File: config.mk
export PLATFORM = sky130hd
export DESIGN_NAME = lsu_bus_ctrl
export DESIGN_NICKNAME = d
export VERILOG_FILES = /design/src/rtl/lsu_pkg.sv /design/src/rtl/lsu_load_align.sv /design/src/rtl/lsu_bus_ctrl.sv
export SDC_FILE = /design/constraint.sdc
export NUM_CORES = 1
export LEC_CHECK = 0
export BUFFER_PORTS_ARGS = -buffer_cell sky130_fd_sc_hd__buf_2
export CORE_ASPECT_RATIO = 2
export CORE_UTILIZATION = 42
export CTS_CLUSTER_SIZE = 20
export DETAILED_ROUTE_END_ITERATION = 7
export GPL_ROUTABILITY_DRIVEN = 0
export PLACE_DENSITY = 0.73
export SYNTH_ARGS = -nofsm -noshare
export SYNTH_HDL_FRONTEND = slang
export SYNTH_SLANG_ARGS = --single-unit
File: constraint.sdc
create_clock -name clk -period 2.4 [get_ports clk]
set_input_delay 0.48 -clock clk [delete_from_list [all_inputs] [get_ports clk]]
set_output_delay 0.48 -clock clk [all_outputs]
set_load 0.02 [all_outputs]
File: src/rtl/lsu_pkg.sv
// Shared types and address-region constants for the load/store bus controller.
package lsu_pkg;

    typedef enum logic [1:0] {
        LSU_BYTE = 2'b00,
        LSU_HALF = 2'b01,
        LSU_WORD = 2'b10
    } lsu_size_e;

    typedef enum logic [1:0] {
        LSU_OK       = 2'b00,
        LSU_MISALIGN = 2'b01,
        LSU_UNMAPPED = 2'b10,
        LSU_TIMEOUT  = 2'b11
    } lsu_err_e;

    typedef enum logic [1:0] {
        ST_IDLE   = 2'b00,
        ST_ACCESS = 2'b01,
        ST_RESP   = 2'b10
    } lsu_state_e;

    localparam int unsigned LSU_REGION_MSB = 31;
    localparam int unsigned LSU_REGION_LSB = 28;

endpackage

File: src/rtl/lsu_load_align.sv
// Load data lane extraction with sign/zero extension (byte, half, word).
module lsu_load_align
    import lsu_pkg::*;
#(
    parameter int unsigned DW = 32
) (
    input  logic [DW-1:0] data_i,
    input  logic [1:0]    lane_i,
    input  lsu_size_e     size_i,
    input  logic          uns_i,
    output logic [DW-1:0] data_o
);

    logic [DW-1:0] shifted;

    always_comb begin
        shifted = data_i >> {lane_i, 3'b000};
        unique case (size_i)
            LSU_BYTE: data_o = {{(DW-8){~uns_i & shifted[7]}}, shifted[7:0]};
            LSU_HALF: data_o = {{(DW-16){~uns_i & shifted[15]}}, shifted[15:0]};
            default:  data_o = shifted;
        endcase
    end

endmodule

File: src/rtl/lsu_bus_ctrl.sv
// Load/store bus controller: decodes MEM-stage requests onto N_SLV slaves with
// a registered req/ack handshake, sizing, error flagging and pipeline stall.
module lsu_bus_ctrl
    import lsu_pkg::*;
#(
    parameter int unsigned        DW       = 32,
    parameter int unsigned        N_SLV    = 2,
    parameter logic [4*N_SLV-1:0] SLV_BASE = {4'h8, 4'h0},
    parameter int unsigned        TIMEOUT  = 16
) (
    input  logic                clk,
    input  logic                rst_n,
    input  logic                req_valid,
    input  logic                req_we,
    input  logic [1:0]          req_size,
    input  logic                req_uns,
    input  logic [DW-1:0]       req_addr,
    input  logic [DW-1:0]       req_wdata,
    output logic                lsu_stall,
    output logic                rsp_valid,
    output logic [1:0]          rsp_err,
    output logic [DW-1:0]       rsp_rdata,
    output logic [N_SLV-1:0]    sl_sel,
    output logic                sl_we,
    output logic                sl_re,
    output logic [DW-1:0]       sl_addr,
    output logic [DW-1:0]       sl_wdata,
    output logic [DW/8-1:0]     sl_wstrb,
    input  logic [N_SLV*DW-1:0] sl_rdata,
    input  logic [N_SLV-1:0]    sl_ack
);

    localparam int unsigned NB    = DW / 8;
    localparam int unsigned CNT_W = (TIMEOUT > 2) ? $clog2(TIMEOUT) : 1;
    localparam logic [CNT_W-1:0] CNT_LAST = CNT_W'(TIMEOUT - 1);

    lsu_state_e        state_q;
    logic [CNT_W-1:0]  cnt_q;
    lsu_size_e         size_q;
    logic              uns_q;
    logic              we_q;
    logic [1:0]        lane_q;
    logic              rsp_valid_q;
    logic [1:0]        rsp_err_q;
    logic [DW-1:0]     rsp_rdata_q;
    logic [N_SLV-1:0]  sl_sel_q;
    logic              sl_we_q;
    logic              sl_re_q;
    logic [DW-1:0]     sl_addr_q;
    logic [DW-1:0]     sl_wdata_q;
    logic [NB-1:0]     sl_wstrb_q;

    lsu_size_e         req_sz;
    logic              misalign;
    logic              hit;
    logic [N_SLV-1:0]  sel_d;
    logic [DW-1:0]     wdata_d;
    logic [NB-1:0]     wstrb_d;
    logic [DW-1:0]     rd_mux;
    logic [DW-1:0]     ld_data;
    logic              ack_hit;

    // Request decode; lowest-index base match wins when regions overlap.
    always_comb begin
        req_sz   = lsu_size_e'(req_size);
        misalign = ((req_sz == LSU_HALF) && req_addr[0]) ||
                   ((req_sz != LSU_BYTE) && (req_sz != LSU_HALF) && (req_addr[1:0] != 2'b00));
        sel_d = '0;
        hit   = 1'b0;
        for (int unsigned k = 0; k < N_SLV; k++) begin
            if (!hit && (req_addr[LSU_REGION_MSB:LSU_REGION_LSB] == SLV_BASE[4*k +: 4])) begin
                sel_d[k] = 1'b1;
                hit      = 1'b1;
            end
        end
        wdata_d = '0;
        wstrb_d = '0;
        if (req_we) begin
            unique case (req_sz)
                LSU_BYTE: begin
                    wdata_d = {NB{req_wdata[7:0]}};
                    wstrb_d = NB'(1) << req_addr[1:0];
                end
                LSU_HALF: begin
                    wdata_d = {(NB/2){req_wdata[15:0]}};
                    wstrb_d = NB'(3) << req_addr[1:0];
                end
                default: begin
                    wdata_d = req_wdata;
                    wstrb_d = '1;
                end
            endcase
        end
    end

    always_comb begin
        rd_mux = '0;
        for (int unsigned k = 0; k < N_SLV; k++) begin
            if (sl_sel_q[k]) begin
                rd_mux = rd_mux | sl_rdata[DW*k +: DW];
            end
        end
        ack_hit = |(sl_ack & sl_sel_q);
    end

    lsu_load_align #(
        .DW(DW)
    ) u_load_align (
        .data_i (rd_mux),
        .lane_i (lane_q),
        .size_i (size_q),
        .uns_i  (uns_q),
        .data_o (ld_data)
    );

    always_ff @(posedge clk) begin
        if (!rst_n) begin
            state_q     <= ST_IDLE;
            cnt_q       <= '0;
            size_q      <= LSU_BYTE;
            uns_q       <= 1'b0;
            we_q        <= 1'b0;
            lane_q      <= '0;
            rsp_valid_q <= 1'b0;
            rsp_err_q   <= '0;
            rsp_rdata_q <= '0;
            sl_sel_q    <= '0;
            sl_we_q     <= 1'b0;
            sl_re_q     <= 1'b0;
            sl_addr_q   <= '0;
            sl_wdata_q  <= '0;
            sl_wstrb_q  <= '0;
        end else begin
            unique case (state_q)
                ST_IDLE: begin
                    if (req_valid) begin
                        size_q <= req_sz;
                        uns_q  <= req_uns;
                        we_q   <= req_we;
                        lane_q <= req_addr[1:0];
                        cnt_q  <= '0;
                        if (misalign) begin
                            state_q     <= ST_RESP;
                            rsp_valid_q <= 1'b1;
                            rsp_err_q   <= LSU_MISALIGN;
                            rsp_rdata_q <= '0;
                        end else if (!hit) begin
                            state_q     <= ST_RESP;
                            rsp_valid_q <= 1'b1;
                            rsp_err_q   <= LSU_UNMAPPED;
                            rsp_rdata_q <= '0;
                        end else begin
                            state_q    <= ST_ACCESS;
                            sl_sel_q   <= sel_d;
                            sl_we_q    <= req_we;
                            sl_re_q    <= ~req_we;
                            sl_addr_q  <= req_addr;
                            sl_wdata_q <= wdata_d;
                            sl_wstrb_q <= wstrb_d;
                        end
                    end
                end
                ST_ACCESS: begin
                    // Ack is tested first so it wins over the terminal count.
                    if (ack_hit || (cnt_q == CNT_LAST)) begin
                        state_q     <= ST_RESP;
                        rsp_valid_q <= 1'b1;
                        rsp_err_q   <= ack_hit ? LSU_OK : LSU_TIMEOUT;
                        rsp_rdata_q <= (ack_hit && !we_q) ? ld_data : '0;
                        sl_sel_q    <= '0;
                        sl_we_q     <= 1'b0;
                        sl_re_q     <= 1'b0;
                        sl_addr_q   <= '0;
                        sl_wdata_q  <= '0;
                        sl_wstrb_q  <= '0;
                    end else begin
                        cnt_q <= cnt_q + 1'b1;
                    end
                end
                ST_RESP: begin
                    state_q     <= ST_IDLE;
                    rsp_valid_q <= 1'b0;
                    rsp_err_q   <= '0;
                    rsp_rdata_q <= '0;
                end
                default: begin
                    state_q <= ST_IDLE;
                end
            endcase
        end
    end

    assign lsu_stall = req_valid & ~rsp_valid_q;
    assign rsp_valid = rsp_valid_q;
    assign rsp_err   = rsp_err_q;
    assign rsp_rdata = rsp_rdata_q;
    assign sl_sel    = sl_sel_q;
    assign sl_we     = sl_we_q;
    assign sl_re     = sl_re_q;
    assign sl_addr   = sl_addr_q;
    assign sl_wdata  = sl_wdata_q;
    assign sl_wstrb  = sl_wstrb_q;

endmodule

==> reports/metrics.csv <==
stage;metric;value;unit
worst_setup_path;worst path bufs/invs;2;
timing;final hold violation count;0;
drt;post-route ant nets;0;
worst_setup_path;R2R depth;8;
drt;Vias/cell;5.695;
worst_setup_path;Worst EP required;2.74;ns
drt;drt first pass iters;5;
timing;Slew Limit Headroom;65.91;%
synthesis;Syn Nets;668;
floorplanning;die height;159.2;um
timing;final setup vio count;0;
min_path;critical hold path startpoint;req_addr[11];
floorplanning;die area;12830;sq um
clock_network;Clock Tree Buf Depth;2;
worst_setup_path;Crit Path Class;reg -> reg;
power;leakage;3.383;nW
floorplanning;I/O Pins;245;
drt;Post-Route WL;16580;um
global_routing;largest net degree at the start of global routing;70;
power;Net Switching;1.241;mW
placement;placed instance area;6621;sq um
clock_network;Sink Count;119;
synthesis;ys flop type;dfxtp_1;
timing;Final period util;93.92;%
floorplanning;FP Rows;57;
timing;unrepaired setup endpoints after global routing;false;
power;PD cells;728.1;nW/um^2
worst_setup_path;delay-heaviest family, CP;compound AO/OA/AOI/OAI gates;
synthesis;largest family of logic cells by synthesized area;compound AO/OA/AOI/OAI gates;
clock_network;Root Buffer;clkbuf_16;
timing;Slew Limit Fails;0;
min_path;Hold EP;sl_addr[11];
worst_setup_path;CP endpoint kind;flop;
timing;FMAX;0.4437;GHz
global_routing;antenna violations before repair;0;
synthesis;simple-gate area share of the yosys netlist;9.453;%
outcome;outcome;finished, final reports clean;
synthesis;compound-cell area share of the yosys netlist;32.60;%
worst_setup_path;crit-path max FO;16;
flow_run;Max-Cap Viols;0;
finish;Area Overhead vs Synth;40.56;%
synthesis;Yosys top cell area share;45.91;%
power;logic gate share of total power;9.5;%
finish;# diodes;0;
worst_setup_path;Worst path slowest cell;a2111o_1;
worst_setup_path;Worst path max stage delay;0.47;ns
power;Flop pwr share;38.1;%
placement;DPL Wire Length;12490;um
power;clock share of power;52.4;%
synthesis;synthesized area;5189;sq um
timing;setup ws final;0.1460;ns
synthesis;leading area contributor after synthesis;dfxtp_1;
worst_setup_path;reg2reg setup slack;0.15;ns
finish;Final #Nets;909;
power;total power;5.310;mW
global_routing;vias in the first global route;5248;
clock_network;clk_lat worst skew;0.41;ns
placement;Setup WS pre-CTS;-0.07959;ns
min_path;worst hold path type;in -> reg;
synthesis;syn_area_per_cell;9.846;sq um
clock_network;TritonCTS clock tree;built;
worst_setup_path;startpoint types;flop;
placement;Placed Cells;895;
drt;Iter 0 DRT Violations;248;
synthesis;Cells after Synth;527;
drt;via count;5279;
synthesis;Synth area leaders;dfxtp_1 (46%), a22o_1 (9.3%), mux2i_1 (6.4%);
power;switching part of the total;23.37;%
floorplanning;Core ar.;12120;sq um
worst_setup_path;CP Cell Sequence;inv_1, ha_1, nor2b_1, nor2_1, a2111o_1, a2111oi_4, buf_12, a221o_1;
floorplanning;Starting Density;42.80;%
synthesis;post-synthesis register bit count;119;
synthesis;synth warn;0;
finish;final cell count without fillers;927;
global_routing;Tot GR Track Use;26.27;%
global_routing;global-route wire length before repair;25740;um
worst_setup_path;Worst R2R Start;state_q[1];
drt;DRC errors left;0;
timing;min cycle time layout;2.254;ns
synthesis;most numerous cell in the Yosys netlist;dfxtp_1;
worst_setup_path;FF-to-FF End;rsp_rdata[20];
synthesis;EDFF count, synth;0;
min_path;hold path cells;2;
synthesis;synth unique cells;48;
timing;clock skew;0.01185;ns
power;VDD IR max;0.4943;mV
drt;routed len/inst;17.89;um
synthesis;Post-synth top cells;dfxtp_1 (119), a22o_1 (55), clkbuf_1 (33), mux2i_1 (33), nand2_1 (33);
clock_network;# hold bufs at CTS;0;
synthesis;register area share after synthesis;45.91;%
clock_network;H-tree Lvls;4;
worst_setup_path;CP arrival;2.60;ns
floorplanning;Die Wd;80.60;um
synthesis;Adder-Cell Fraction of Synth Area;0.9646;%
synthesis;mux cell area share after synthesis;6.366;%
synthesis;XOR/XNOR Fraction of Synth Area;0;%
synthesis;share of synthesized registers carrying an async set or reset;0;%
placement;buffers added on ports;244;
finish;final instance area;7293;sq um
finish;proportion of layout cells with a drive suffix above 1;41.54;%
timing;Least-Margin Pin Slew;0.4971;ns
clock_network;Num CTS Buffers;17;
clock_network;CTS clk-pin slew, worst paths;0.06;ns
global_routing;grt total ovfl;0;
power;Internal Power;4.069;mW
-- kinds of logic after synthesis --
logic type	after synthesis
AOI/OAI and AO/OA	214
DFF	119
and+or+nand+nor	102
buffers and inverters	55
muxes	33
adders and majority gates	4
-- metrics by stage --
step | util (%) | setup TNS, ns | hold WS [ns]
after global routing | 60.15 | 0 | 0.2728
after floorplan | - | 0 | 0.4347
after detailed placement | 54.61 | -0.8579 | 0.4447
final | 60.15 | 0 | 0.2828
after CTS | 60.12 | 0 | 0.2640
after global placement | 54.61 | 0 | 0.4362
-- worst max path at each step --
stage	start	end	cells past startpoint
floorplan	state_q[1]	rsp_rdata[16]	10
global placement	req_addr[28]	rsp_rdata[16]	7
detailed placement	state_q[1]	rsp_rdata[16]	7
CTS	state_q[0]	sl_addr[16]	9
global route	state_q[0]	sl_addr[16]	9
finish	state_q[1]	rsp_rdata[20]	8
-- per-layer routing --
metal	vias to the layer above	share of wire, %	global-route usage (%)
li1	2490	-	-
met3	44	6.7	6.762
met2	268	54	47.77
met5	-	0	0
met4	0	5.2	15.83
met1	2477	34	25.33
-- registers in the layout, summed over array words and instances (netlist names) --
register / flops
sl_wdata: 32
cnt_q: 4
we_q: 1
lane_q: 2
rsp_err: 2
sl_wstrb: 4
sl_addr: 32
state_q: 2
rsp_rdata: 32
sl_re: 1
sl_we: 1
uns_q: 1
rsp_valid: 1
sl_sel: 2
size_q: 2
-- power groups by stage --
| stage | clock network, mW | logic (mW) | registers [mW] |
|---|---|---|---|
| 5_1_grt | 2.92 | 0.550 | 2.02 |
| 4_1_cts | 2.83 | 0.503 | 2.02 |
| 6_report | 2.78 | 0.505 | 2.02 |
| 3_5_place_dp | 0 | 0.498 | 2.06 |
| 3_3_place_gp | 0 | 0.488 | 2.06 |
| 2_1_floorplan | 0 | 0.252 | 2.08 |
-- cell usage in the layout, fill, tap and decap left out, types with 2 or more instances in the layout --
| master | netlist | routed |
|---|---|---|
| a211oi_1 | 7 | 7 |
| a21boi_0 | 7 | 7 |
| a21o_1 | 2 | 2 |
| a21oi_1 | 19 | 18 |
| a221o_1 | 7 | 7 |
| a221o_2 | 10 | 10 |
| a221oi_1 | 7 | 7 |
| a22o_1 | 55 | 55 |
| a22oi_1 | 25 | 25 |
| a31oi_1 | 2 | 2 |
| and2_1 | 7 | 7 |
| buf_12 | 0 | 4 |
| buf_2 | 11 | 244 |
| buf_4 | 2 | 24 |
| bufinv_16 | 0 | 5 |
| clkbuf_16 | 0 | 17 |
| clkinv_4 | 0 | 3 |
| clkinvlp_4 | 0 | 2 |
| dfxtp_1 | 119 | 119 |
| ha_1 | 4 | 4 |
| inv_1 | 5 | 5 |
| inv_6 | 0 | 3 |
| mux2i_1 | 33 | 33 |
| nand2_1 | 33 | 33 |
| nand2b_1 | 6 | 6 |
| nand3_1 | 9 | 9 |
| nand4_1 | 3 | 3 |
| nor2_1 | 28 | 28 |
| nor2b_1 | 7 | 6 |
| nor3_1 | 2 | 2 |
| o21ai_0 | 24 | 24 |
| o22ai_1 | 8 | 8 |
| o2bb2ai_1 | 29 | 29 |
| or2_2 | 3 | 3 |
-- layout make-up --
type	count	area [sq um]
Tap cell	147	183.9
Clock buffer	17	425.4
Sequential cell	119	2382
Timing Repair Buffer	272	1481
Multi-Input combinational cell	353	2579
Fill cell	1063	4831
Inverter	5	18.77
Clock inverter	14	222.7
-- repair_timing --
| item | in CTS | in global routing |
|---|---|---|
| endpoints found under the setup margin | 16 | 46 |
| pin swaps | 1 | 1 |
| cloned | 0 | 0 |
| buffers inserted | 1 | 0 |
| resized for setup | 0 | 1 |
Power figures use the tool's default switching activity.
